**src/rtl/prom_fetch_arbiter.sv**
```systemverilog
// Two-port arbiter in front of a single-port program ROM with a registered read.
// Serves byte or big-endian word fetches, one transaction in flight at a time.
module prom_fetch_arbiter #(
    parameter int ADDR_W     = 12,
    parameter int DATA_W     = 8,
    parameter bit FIXED_PRIO = 1'b0
) (
    input  logic                i_clk,
    input  logic                i_rst,
    input  logic                i_req0,
    input  logic [ADDR_W-1:0]   i_addr0,
    input  logic                i_wide0,
    output logic                o_gnt0,
    output logic                o_valid0,
    output logic [2*DATA_W-1:0] o_data0,
    input  logic                i_req1,
    input  logic [ADDR_W-1:0]   i_addr1,
    input  logic                i_wide1,
    output logic                o_gnt1,
    output logic                o_valid1,
    output logic [2*DATA_W-1:0] o_data1,
    output logic [ADDR_W-1:0]   o_rom_ad,
    output logic                o_rom_ce,
    input  logic [DATA_W-1:0]   i_rom_dout,
    output logic                o_busy
);

    typedef enum logic [1:0] {IDLE, RD0, RD1, RD2} state_t;

    state_t                state, state_nxt;
    logic                  take;
    logic                  win;
    logic [ADDR_W-1:0]     sel_addr;
    logic                  sel_wide;

    logic [ADDR_W-1:0]     addr_q;
    logic                  wide_q;
    logic                  port_q;
    logic                  last_q;     // port granted most recently
    logic [DATA_W-1:0]     hi_q;
    logic [ADDR_W-1:0]     rom_ad_q;
    logic                  rom_ce_q;
    logic [1:0]            gnt_q;
    logic [1:0]            valid_q;
    logic [2*DATA_W-1:0]   data0_q;
    logic [2*DATA_W-1:0]   data1_q;
    logic                  deliver;
    logic [2*DATA_W-1:0]   result;

    always_ff @(posedge i_clk) begin
        if (i_rst) state <= IDLE;
        else       state <= state_nxt;
    end

    always_comb begin
        state_nxt = state;
        take      = 1'b0;
        win       = 1'b0;
        deliver   = 1'b0;
        result    = {i_rom_dout, {DATA_W{1'b0}}} >> DATA_W;
        case (state)
            IDLE: begin
                if (i_req0 || i_req1) begin
                    take      = 1'b1;
                    state_nxt = RD0;
                    if (i_req0 && i_req1) win = FIXED_PRIO ? 1'b0 : ~last_q;
                    else                  win = ~i_req0;
                end
            end
            RD0: state_nxt = RD1;
            RD1: begin
                if (wide_q) begin
                    state_nxt = RD2;
                end else begin
                    state_nxt = IDLE;
                    deliver   = 1'b1;
                end
            end
            RD2: begin
                state_nxt = IDLE;
                deliver   = 1'b1;
                result    = {hi_q, i_rom_dout};
            end
            default: state_nxt = IDLE;
        endcase
    end

    assign sel_addr = win ? i_addr1 : i_addr0;
    assign sel_wide = win ? i_wide1 : i_wide0;

    // Outputs are registered so the ROM sees a clean address/enable each cycle.
    always_ff @(posedge i_clk) begin
        if (i_rst) begin
            addr_q   <= '0;
            wide_q   <= 1'b0;
            port_q   <= 1'b0;
            last_q   <= 1'b1;
            hi_q     <= '0;
            rom_ad_q <= '0;
            rom_ce_q <= 1'b0;
            gnt_q    <= '0;
            valid_q  <= '0;
            data0_q  <= '0;
            data1_q  <= '0;
        end else begin
            gnt_q    <= '0;
            valid_q  <= '0;
            rom_ce_q <= 1'b0;
            if (take) begin
                addr_q      <= sel_addr;
                wide_q      <= sel_wide;
                port_q      <= win;
                last_q      <= win;
                gnt_q[win]  <= 1'b1;
                rom_ad_q    <= sel_addr;
                rom_ce_q    <= 1'b1;
            end
            if (state == RD0 && wide_q) begin
                rom_ad_q <= addr_q + ADDR_W'(1);
                rom_ce_q <= 1'b1;
            end
            if (state == RD1 && wide_q) hi_q <= i_rom_dout;
            if (deliver) begin
                valid_q[port_q] <= 1'b1;
                if (port_q) data1_q <= result;
                else        data0_q <= result;
            end
        end
    end

    assign o_gnt0   = gnt_q[0];
    assign o_gnt1   = gnt_q[1];
    assign o_valid0 = valid_q[0];
    assign o_valid1 = valid_q[1];
    assign o_data0  = data0_q;
    assign o_data1  = data1_q;
    assign o_rom_ad = rom_ad_q;
    assign o_rom_ce = rom_ce_q;
    assign o_busy   = (state != IDLE);

endmodule

```
**config.mk**
```make
export PLATFORM = sky130hd
export DESIGN_NAME = prom_fetch_arbiter
export DESIGN_NICKNAME = d
export VERILOG_FILES = /design/src/rtl/prom_fetch_arbiter.sv
export SDC_FILE = /design/constraint.sdc
export NUM_CORES = 1
export LEC_CHECK = 0
export ABC_CLOCK_PERIOD_IN_PS = 1790
export BUFFER_PORTS_ARGS = -buffer_cell sky130_fd_sc_hd__buf_4
export CAP_MARGIN = 15
export CORE_ASPECT_RATIO = 0.7
export CORE_MARGIN = 5
export CORE_UTILIZATION = 42
export CTS_CLUSTER_SIZE = 24
export DETAILED_ROUTE_END_ITERATION = 10
export PLACE_DENSITY = 0.67
export SYNTH_ARGS = -nofsm -noshare
export SYNTH_HDL_FRONTEND = slang
export SYNTH_SLANG_ARGS = --single-unit
```
**constraint.sdc**
```tcl
create_clock -name i_clk -period 1.79 [get_ports i_clk]
set_input_delay 0.179 -clock i_clk [delete_from_list [all_inputs] [get_ports i_clk]]
set_output_delay 0.179 -clock i_clk [all_outputs]
set_load 0.05 [all_outputs]
```
# After elaboration in Yosys (flattened, before gate mapping)
# Cells that the tools add are included.
dict set report word_totals {
  reg_bits 74
  latch_bits 0
  ramBits 0
  rom_bits 0
  input_bits 38
  output_inout_bits 50
  word_cells 60
  n_memories 0
}
dict set report op_classes {
  add_sub_neg 1
  multipliers 0
  n_div 0
  order_cmp 4
  n_eq_ne 4
  n_shift 0
  muxes 21
  bitwise_logic 5
  n_reduce_logical 13
}
# operator n
set ops {}
lappend ops {{$mux 12} 3}
lappend ops {{$mux 16} 1}
lappend ops {{$add 12x1->12 const B} 1}
lappend ops {{$mux 1} 11}
lappend ops {{$pmux 2 s4} 1}
lappend ops {{$logic_and 1x1->1} 5}
lappend ops {{$not 1->1} 5}
lappend ops {{$eq 2x2->1 const B} 2}
lappend ops {{$lt 1x2->1 const B} 2}
lappend ops {{$mux 2} 2}
lappend ops {{$reduce_and 2->1} 2}
lappend ops {{$reduce_bool 2->1} 2}
lappend ops {{$reduce_or 2->1} 2}
lappend ops {{$demux 1 s1} 2}
lappend ops {{$eq 2x1->1 const B} 1}
lappend ops {{$ge 1x1->1 const B} 2}
lappend ops {{$logic_not 2->1} 1}
lappend ops {{$ne 2x2->1 const B} 1}
lappend ops {{$pmux 1 s2} 1}
lappend ops {{$logic_or 1x1->1} 1}

# Depth between registers and ports, before layout
# Gate-level depths: netlist (run 1).
dict set report depth {
  depth_word 8
  ltp_mapped 6
  depth_no_buf 5
}

# Least setup slack after synthesis (run 1)
# No wires, ideal clock.
dict set report synth_path {
  path_kind {register to register}
  start {register state[1]}
  end {register rom_ad_q[9], in the netlist o_rom_ad[9]}
  setup_time_ns 0.086
  arrival_time_ns 1.327
  required_ns 1.704
  setup_slack_ns 0.378
  stages_incl_launch_ff 6
  n_path_buf 0
  period_less_slack_ns 1.412
  path_cell_list {dfxtp_1 > nor2_4 > inv_2 > nor3_1 > o311a_1 > a211oi_1}
}
dict set report synth_between {
  elab_chain_cells 5
  elab_cells_between_ends 9
  cone_classes {eq/ne: 1; mux: 5; reduce/logical: 3}
}
# item line
set synth_rtl {}
lappend synth_rtl {{start: declaration} 30} ;# state_t state, state_nxt;
lappend synth_rtl {{start signal: assignment} 52} ;# else state <= state_nxt;
lappend synth_rtl {{$logic_not 2->1} 61} ;# case (state)
lappend synth_rtl {{$mux 1} 61}
lappend synth_rtl {{$mux 12} 88} ;# assign sel_addr = win ? i_addr1 : i_addr0;
lappend synth_rtl {{$mux 12} 109} ;# if (take) begin
lappend synth_rtl {{$mux 12} 118} ;# if (state == RD0 && wide_q) begin
lappend synth_rtl {{end signal: assignment} 115} ;# rom_ad_q <= sel_addr;
lappend synth_rtl {{end signal: assignment} 119} ;# rom_ad_q <= addr_q + ADDR_W'(1);
lappend synth_rtl {{end: declaration} 41} ;# logic [ADDR_W-1:0] rom_ad_q;
# Parallel ways exist; a longest one is shown, timed or not. The select of a mux whose other input is x is not followed.
# A chain may end at the register's enable or synchronous reset.

# Worst setup path in the final report (run 1)
dict set report layout_path {
  start {register addr_q[0]}
  end {register rom_ad_q[10], in the netlist o_rom_ad[10]}
}
dict set report layout_between {
  elab_chain_cells 2
}
# item line
set layout_rtl {}
lappend layout_rtl {{start: declaration} 36} ;# logic [ADDR_W-1:0] addr_q;
lappend layout_rtl {{start signal: assignment} 110} ;# addr_q <= sel_addr;
lappend layout_rtl {{$add 12x1->12} 119}
lappend layout_rtl {{$mux 12} 118}
# No other way between the ends.

==> results summary, run 1 <==
The clock root buffer master is clkbuf_8. The clock latency on the worst-skew pair is 350 ps. Ranked by total cell area, the synthesized netlist is headed by dfxtp_1 (49%), a21oi_1 (11%), nand2_1 (9.5%).

The DRC marker count from the first detailed-route iteration is 243. The length of the first detailed-routing pass in iterations is 4. The total negative slack came out at 0 ps. Each instance of the synthesized netlist takes up on average 8.47 µm². The global-route wire length before repair came out at 13600 µm. The worst register-to-register path ends at o_rom_ad[10]. After detailed routing, the total wire length is 8610 µm. The synthesized flop and latch total is 74. The worst hold path begins at i_rom_dout[4].

The path class of the tightest hold or removal check is input port to flop. The number of max-slew violations in the final report came out at 0. The buffering stage count on the worst path with inverters included is 0. The part of the Yosys area used for sequential elements is 0.494. The net count reported at finish came out at 483. The post-route fraction of the period consumed by the critical path is 0.908. The cell with the largest stage delay on the worst path is dfxtp_1. The residual overflow from global routing came out at 0. The logic depth of the worst register-to-register path came out at 5. The number of CTS-inserted buffers came out at 9.

The number of enable flip-flop cells after synthesis came out at 0. The number of fill cells came out at 637. The async set or reset register ratio after synthesis is 0. The area of the placeable core came out at 0.00685 mm². The count of buffers inserted at the top-level ports is 87.

Of the cells placed in the final design, the portion with a size suffix greater than 1 is 0.285. The Yosys warning count came out at 0. TritonCTS built the clock tree.

Post-CTS timing repair inserted 0 buffers for setup. The full die area came out at 0.00895 mm². The largest total area in the synthesized netlist belongs to dfxtp_1. In this run the register-to-register setup slack is 170 ps. The time the final worst path needs with I/O delays and setup came out at 1620 ps. In this run the cell area of the synthesized design comes to 0.00300 mm². The synthesized net count came out at 393. STA puts the critical path data required time at 2010 ps. The clock arrives with 10.4 ps of skew. The headroom to the max-slew limit came out at 0.526. Counting instances, the worst hold path has a depth of 3. The cts-stage hold buffer count is 0. The primary flip-flop cell chosen by synthesis mapping is dfxtp_1. In this run the number of cells on the critical path is 5. The number of antenna-violating nets in the routed design came out at 0. The largest net degree at the start of global routing is 44.

The slew at the pin with the worst max-slew slack came out at 706 ps. The maximum count of clock buffers along a single path came out at 2. The cell leakage power came out at 0.00157 µW.

The number of max-capacitance violations reported is 0. The highest ir drop seen on vdd came out at 0.478 mV. The H-tree was split into 3 levels.

The final count of hold timing violations is 0. The number of sinks handled by clock tree synthesis is 74. The number of vias per cell after detailed routing came out at 5.35. The mean routed wirelength per cell is 15.8 µm. The run finished with clean final reports. The initial core utilization came out at 0.438. The number of cell rows is 25.

The total I/O pin count came out at 88. The worst hold path terminates at o_data0[4]. Hold is met by 98.0 ps. The category of cells accounting for the largest share of critical-path delay is compound AO/OA/AOI/OAI gates. STA classifies the critical path startpoint as a flop. The post-synthesis cell count came out at 354.

The final antenna diode count is 0. Setup repair after global routing left no endpoint under its margin. After detailed routing, the number of remaining DRC violations is 0. The share of synthesized area in the top cell type comes to 0.494. The number of gates resized after CTS is 0. The number of global-route vias before repair came out at 2715. The clock transition at the registers of the reported paths came out at 80 ps.

The area added between synthesis and finish is 32.8%. The initial antenna violation count is 0. The half-perimeter wire length after placement is 6270 µm. Along the worst path, the maximum fanout reaches 6. The largest stage delay on the critical path came out at 420 ps. The launching point of the worst reg2reg path is addr_q[0].

The die boundary height came out at 80.7 µm. The critical path is of the flop to flop type. For this design the ratio of total power to cell area is 973 mW/mm². The arrival time at the worst endpoint is 1840 ps. The routability-driven placement congestion ratio came out at 0.852. STA classifies the critical path endpoint as a flop.

The overall via count from detail_route came out at 2903. Traced cell by cell, the critical path runs through ha_1, nand3_1, o31a_1, o21ai_0, a21oi_1. The maximum frequency from static timing analysis is 615 MHz. In the global route stage, overall resource usage came out at 0.191.

The overall die width came out at 111 µm. The final-report setup violation count is 0. The number of distinct library cells after synthesis came out at 51.
==> flip-flops by register name, indices dropped and copies added, names as in the netlist <==
name	flops
last_q	1
addr_q	12
o_data1	16
gnt_q	2
wide_q	1
valid_q	2
o_rom_ce	1
port_q	1
o_data0	16
hi_q	8
o_rom_ad	12
state	2
==> through the flow <==
step                utilization  cell area (µm²)  power, µW  setup slack, ps  std cells
finish                    0.581             3980       3870              165        543
global route              0.581             3980       4060             27.2        543
CTS                       0.581             3980       3900              201        543
detailed placement        0.552             3780       2600              217        527
global placement          0.552             3780       2590              237        527
floorplan                     -             3000       2330              378        354
==> area by class of cell <==
type / count / area (µm²) / area share
clock buffers: 10 / 138 / 0.0346
clock inverters: 6 / 65.1 / 0.0163
inverters: 3 / 11.3 / 0.00283
multi-input cells: 253 / 1380 / 0.347
flip-flops and latches: 74 / 1480 / 0.372
well taps: 94 / 118 / 0.0295
repair buffers: 103 / 786 / 0.197
==> logic make-up after synthesis <==
kind of cell,after synthesis,synth area share
compound gates,106,0.214
simple gates,140,0.224
buf+inv,27,0.0447
flops,74,0.494
xor+xnor,4,0.0117
fa+ha+maj,1,0.00417
mux,2,0.00710
==> cells in the final DEF, fill, tap and decap left out, drive strengths merged, types with 2 or more instances in the layout <==
cell    instances
a21boi          2
o21ai           9
a31oi           4
nor4            2
nand2          76
a21o            3
nor2           14
inv             4
nand4          18
clkinv          3
a22oi           3
dfxtp          74
a221oi          2
nand2b          2
o221ai          7
buf           103
o311a           2
a211oi          3
xnor2           4
a21oi          63
nor3            4
nand3          14
clkbuf         10
nand3b          2
nor3b           2
o21a            3
==> how the worst max path moves through the flow <==
stage,end,slack (ps),from
finish,o_rom_ad[10],170,addr_q[0]
global route,o_rom_ad[3],30,state[0]
CTS,o_rom_ad[10],200,addr_q[0]
detailed placement,o_rom_ad[6],220,addr_q[0]
global placement,o_rom_ad[3],240,i_req1
floorplan,o_rom_ad[9],380,state[1]
==> cells in the mapped netlist, types with 2 or more instances <==
library cell  count
a211oi_1          3
a21o_1            3
a21oi_1          63
a221oi_1          2
a22oi_1           3
a31oi_1           4
buf_1             4
buf_2             8
buf_4             2
buf_6             2
clkbuf_1          8
dfxtp_1          74
inv_1             2
nand2_1          76
nand2b_1          2
nand3_1          14
nand3b_1          2
nand4_1          17
nor2_1           12
nor3_1            4
o21a_1            3
o21ai_0           8
o221ai_1          6
o311a_1           2
xnor2_1           4
==> tightest hold or removal path, cell delays in order <==
cell	delay (ps)
buf_4	120
nand2_1	50
a21oi_1	50
==> routing by layer <==
metal / GRT usage / vias up / share of wire
li1: - / 1445 / -
met1: 0.269 / 1349 / 0.49
met2: 0.284 / 98 / 0.42
met3: 0.0617 / 11 / 0.073
met4: 0.0418 / 0 / 0.0093
met5: 0 / - / 0
==> power by group <==
group | total (µW) | switching, µW | internal, µW
registers | 1820 | 80.7 | 1740
clock network | 1310 | 623 | 684
logic | 749 | 477 | 272
total | 3870 | 1180 | 2690
(Power assumes the default switching activity.)
==> inputs of run 2 (changes only) <==
- ABC_CLOCK_PERIOD_IN_PS: 1790 -> 1700
- clock period: 1.79 -> 1.7 ns (I/O delays scaled with it)
==> run 2 against run 1 <==
Sequential share of layout area shrank 0.36 points. Critical endpoint unchanged. Design area grew 0.97%. Via count grew 0.31%. Largest cell class unchanged. Core utilization grew 0.57 points. Sequential power grew 5%. Flip-flop and latch count is the same. Worst setup slack lost 23 ps. Non-clock buffer count grew 2. Power grew 8.3%. Worst hold slack lost 2.2 ps. First-iteration DRC count grew 14%.
==> results summary, run 2 (synthesized netlist as in run 1, its figures left out) <==
The headroom to the max-slew limit is 0.725. The routability-driven placement congestion ratio is 0.830. The maximum count of clock buffers along a single path is 2. The fraction of the core area covered by cells at the end of the flow came out at 0.587. Setup repair after global routing left no endpoint under its margin. The number of cells on the worst hold path is 3. The final antenna diode count is 0. The first TritonRoute pass finished after 4 iterations.

Static timing analysis puts the maximum clock frequency at 642 MHz. The depth of the CTS H-tree is 3. The final-report setup violation count is 0. The total negative slack is 0 ps.

The sum of internal, switching and leakage power is 4190 µW. The worst-case clock skew is 9.61 ps. Counting the fill cells in the layout gives 622. The maximum fanout count along the critical path came out at 6. The net count reported at finish is 485. The switching power came out at 1210 µW.

The number of max-capacitance violations reported came out at 0. The final count of hold timing violations is 0. The ratio of cells with drive above 1 in the final layout came out at 0.289. In this run the most critical hold path is launched from i_rom_dout[6]. The area added between synthesis and finish came out at 34.1%.

The TritonCTS clock tree is done. The library cell used most frequently in the layout, excluding fill and tap cells, is buf_4. The number of CTS-inserted buffers came out at 9. 88 I/O pins were placed. The switching share of power is 0.288.

The cell total after placement came out at 529. The largest net degree at the start of global routing came out at 45. The mean routed wirelength per cell is 15.7 µm.

The half-perimeter wire length after placement is 6340 µm. The share of total power in sequential cells is 0.456. The worst setup margin is 142 ps. The share of total power dissipated in the clock network is 0.352. After floorplanning, the core was sized to cover 0.00685 mm². The number of antenna-violating nets in the routed design is 0. In the layout the commonest cells are buf_4 (104), nand2_1 (76), dfxtp_1 (74). The number of max-slew violations in the final report came out at 0. The slew at the pin with the worst max-slew slack came out at 412 ps. Data arrives at the worst endpoint at 1770 ps.

Data on the critical path is required at its endpoint by 1910 ps. The number of sinks handled by clock tree synthesis came out at 74. The nature of the critical path startpoint is a flop.

The initial core utilization is 0.438. The run finished with clean final reports. The initialized floorplan defines 25 standard-cell rows. The first global-routing pass estimated 13800 µm of wire. The start-to-end type of the worst setup path is flop to flop. The full die area is 0.00895 mm². In this run the power density over the cells is 1040 mW/mm². The nature of the critical path endpoint is a flop. The worst hold path terminates at o_data0[6].

The number of global-route vias before repair is 2696. The clock transition at the registers of the reported paths is 80 ps. The die boundary height is 80.7 µm. The critical register-to-register path endpoint is o_rom_ad[10]. The overall via count from detail_route is 2912. The worst register-to-register path begins at addr_q[0].

The logic depth of the worst register-to-register path is 5. The count of buffers inserted at the top-level ports is 87. The cell leakage power is 0.00158 µW. The initial antenna violation count was 0. The internal power is 2990 µW. The highest ir drop seen on vdd came out at 0.536 mV. The clock reaches the later pin of the worst-skew pair after 340 ps. In this run the worst hold path is classified as input port to flop. The total overflow left after global routing is 0. The worst slack after detailed placement came out at 97.4 ps.

The part of the total power dissipated in combinational logic came out at 0.192. The post-route fraction of the period consumed by the critical path is 0.916. The global-route usage over all layers came out at 0.192.

The register-to-register setup slack is 140 ps. In this run, the number of DRC markers left after iteration 0 of detailed routing was 278. Hold repair after CTS inserted 0 buffers. The total wirelength of the detailed-routed design came out at 8540 µm. The clock root buffer master is clkbuf_8.

The overall die width is 111 µm. In the routed design, unresolved DRC markers number 0. Leaving out filler cells and counting taps, the final layout contains 544. The clock period could shrink to 1560 ps. Dividing the detail-routed via count by the number of cells gives 5.35.
[run 2: how the worst max path moves through the flow]
stage | from | slack (ps) | depth (start not counted) | endpoint
finish | addr_q[0] | 140 | 5 | o_rom_ad[10]
global route | addr_q[2] | 30 | 4 | o_rom_ad[11]
CTS | addr_q[0] | 70 | 5 | o_rom_ad[10]
detailed placement | addr_q[0] | 100 | 5 | o_rom_ad[10]
global placement | addr_q[0] | 160 | 5 | o_rom_ad[10]
floorplan | state[1] | 290 | 5 | o_rom_ad[9]
[run 2: stage by stage]
stage	instance area (µm²)	hold slack (ps)
floorplan	3000	306
global placement	3790	444
detailed placement	3790	448
CTS	4010	79.4
global route	4020	84.7
finish	4020	95.8
[run 2: layout make-up]
cell class                 instances  area, µm²  area share
timing repair buffer             105        801       0.199
sequential                        74       1480       0.369
clock buffer                      11        141      0.0352
clock inverter                     4       76.3      0.0190
tap                               94        118      0.0293
multi-input combinational        253       1390       0.346
inverter                           3       11.3     0.00280
[run 2: per-layer routing]
layer | vias to the layer above | routed length (µm) | track usage
met5 | - | 0 | 0
met4 | 0 | 81 | 0.0541
met3 | 10 | 596 | 0.0550
met2 | 84 | 3650 | 0.280
met1 | 1368 | 4210 | 0.276
li1 | 1450 | - | -
[run 2: power groups by stage]
stage / sequential (µW) / combinational (µW) / clock [µW]
6_report: 1910 / 804 / 1480
3_5_place_dp: 1950 / 797 / 0
4_1_cts: 1910 / 800 / 1510
5_1_grt: 1930 / 860 / 1580
3_3_place_gp: 1950 / 789 / 0
2_1_floorplan: 2110 / 338 / 0
[run 2: timing repair]
item / 4_1_cts / 5_1_grt
setup buffers: 0 / 0
gates resized for setup: 0 / 2
setup endpoints to repair: 0 / 4
[run 2: worst max-delay path, cell delays in order (launching register included)]
cell and delay [ps]:
dfxtp_1 410, ha_1 240, nand3_2 180, o31a_1 330, o21ai_0 180, a21oi_1 80
==> inputs of run 3 (changes only) <==
- CORE_ASPECT_RATIO: 0.7 -> 1.1
==> run 3 against run 2 <==
Worst setup slack improved by 12 ps. Largest cell class unchanged. Power decreased by 1.5%. Count of clock-buffer cells in the layout increased by 1. Die area shrank 0.28%. Critical path type unchanged. Largest power group unchanged. Via count is 0.52% higher. Critical path depth is the same. Routed wire length decreased by 2.2%. Maximum frequency rose by 0.79%. Cell count down 1.1%. First-iteration DRC count down 51%. Combinational power increased by 1%.
==> results summary, run 3 (synthesized netlist as in run 1, its figures left out) <==
The worst-case hold slack is 85.7 ps. At the end of the flow, the number of nets in the layout was 487. From synthesis to final layout, the design area changed by 34.1%. Across all layers, the routed design uses 2927 vias. The slew at the pin with the worst max-slew slack is 461 ps. Of the available clock period, the critical path in the final layout requires 0.909. The maximum frequency from static timing analysis is 647 MHz. The final count of hold timing violations is 0.

The DRC violation count after routing is 0. The run finished with clean final reports. The data required time at the worst endpoint came out at 1930 ps. The number of max-capacitance violations reported is 0. The full die area came out at 0.00893 mm². The arrival time at the worst endpoint is 1780 ps.

In this run the clock root is driven by a clkbuf_8. Leaving out fill and tap cells, the most frequent cell in the layout is buf_4. Measured against its own limit, the worst slew margin works out to 0.692. The cell total after placement is 519.

The final-report setup violation count is 0. The TritonCTS clock tree is done. The cts-stage hold buffer count came out at 0. The count of non-filler cells in the finished layout came out at 538. The DRC marker count from the first detailed-route iteration came out at 137. In the final routed layout, each cell accounts on average for 15.5 µm. The number of global-route vias before repair came to 2889. The signal on the critical path passes through ha_1, nand3_1, o31a_1, o21ai_0, a21oi_1. The worst-case clock skew came out at 6.73 ps. The number of max-slew violations in the final report came out at 0. The global-route wire length before repair is 14000 µm. The count of buffers inserted at the top-level ports came out at 87. For this run, the total global-route usage over all layers was measured as 0.188. No sink is reached through more buffers than the 2 on the longest clock path. The total negative slack came out at 0 ps. The initial core utilization is 0.430.

Of all nets on the critical path, the largest fanout is 6. Counting the fill cells in the layout gives 697. The ratio of cells with drive above 1 in the final layout is 0.296. The sum of internal, switching and leakage power came out at 4130 µW. Across the VDD grid, the largest voltage drop is 0.564 mV. The die boundary height is 98.6 µm. The analysis attributes to cell leakage a power of 0.00159 µW. The slowest stage of the critical path belongs to the cell dfxtp_1.

The number of vias per cell after detailed routing came out at 5.44. The total I/O pin count is 88. The largest net degree at the start of global routing came out at 38. The worst setup path is of the flop to flop kind. In this run the remaining antenna-violating nets after routing total 0. Setup repair after global routing left no endpoint under its margin.

Counting every sink on the clock net gives 74. The floorplan has 32 rows. The area of the placeable core came out at 0.00697 mm². Routability-driven placement finished with a final weighted congestion of 0.853. Leaving out fill and tap cells, the most frequent cells in the layout are buf_4 (105), nand2_1 (76), dfxtp_1 (73). The time the final worst path needs with I/O delays and setup came out at 1550 ps. The total overflow left after global routing is 0. The final antenna diode count is 0. The initial antenna violation count is 0. The half-perimeter wire length after placement came out at 6090 µm.

The fraction of the core area covered by cells at the end of the flow came out at 0.577. The clock transition at the registers of the reported paths came out at 80 ps. The total wirelength of the detailed-routed design is 8350 µm. The largest stage delay on the critical path came out at 410 ps. The floorplan step set the die width to 90.6 µm. The power density over the cells is 1030 mW/mm². STA classifies the critical path endpoint as a flop.

The length of the first detailed-routing pass in iterations came out at 4. Counting the buffers created by CTS gives 9. STA classifies the critical path startpoint as a flop. The min-delay analysis places its worst path in the category input port to flop. The depth of the CTS H-tree came out at 3. The clock latency on the worst-skew pair is 350 ps.
-- run 3: changes by cell type in the layout (fill, tap and decap cells not counted), sizes merged --
cell	change
buf	+2
bufinv	-1
clkbuf	+1
clkinvlp	+1
-- run 3: worst paths after layout --
| kind | startpoint | end | slack, ps | cells after the start |
|---|---|---|---|---|
| hold reg to reg | o_data0[2] | o_data0[2] | 460 | 2 |
| hold / removal | i_rom_dout[3] | o_data0[3] | 90 | 3 |
| setup reg to reg | addr_q[0] | o_rom_ad[10] | 150 | 5 |
| setup / recovery | addr_q[0] | o_rom_ad[10] | 150 | 5 |
-- run 3: layer usage --
| metal | wire length [µm] | vias to the layer above | track usage |
|---|---|---|---|
| met5 | 0 | - | 0 |
| met4 | 65 | 0 | 0.0619 |
| met3 | 654 | 6 | 0.0489 |
| met2 | 4170 | 97 | 0.330 |
| met1 | 3460 | 1373 | 0.223 |
| li1 | - | 1451 | - |
-- run 3: worst max-delay path, delay by kind of cell (launching register included) --
kind | cells | cell delay [ps]
flops | 1 | 410
fa+ha+maj | 1 | 220
compound gates | 3 | 590
simple gates | 1 | 220
-- run 3: per-stage QoR --
stage          instance area, µm²  worst slack (ps)
2_1_floorplan                3000               288
3_3_place_gp                 3790               104
3_5_place_dp                 3790              71.7
4_1_cts                      3990              57.0
5_1_grt                      4020              12.7
6_report                     4020               155
-- run 3: timing repair --
action                     CTS  global route
buffers inserted             0             3
resized for setup            0             3
hold endpoints to repair     0             0
setup endpoints to repair    0             3
-- run 3: layout make-up --
type                            count  area, µm²  share of cell area
Clock inverter                      4       50.0              0.0124
Sequential cell                    74       1480               0.369
Clock buffer                       12        155              0.0386
Inverter                            3       11.3             0.00280
Multi-Input combinational cell    253       1390               0.345
Tap cell                           85        106              0.0264
Timing Repair Buffer              107        828               0.206
-- run 3: report_power, final --
part / switching, µW / internal, µW
Combinational: 504 / 310
Sequential: 83.5 / 1830
Clock: 648 / 756
Total: 1240 / 2900
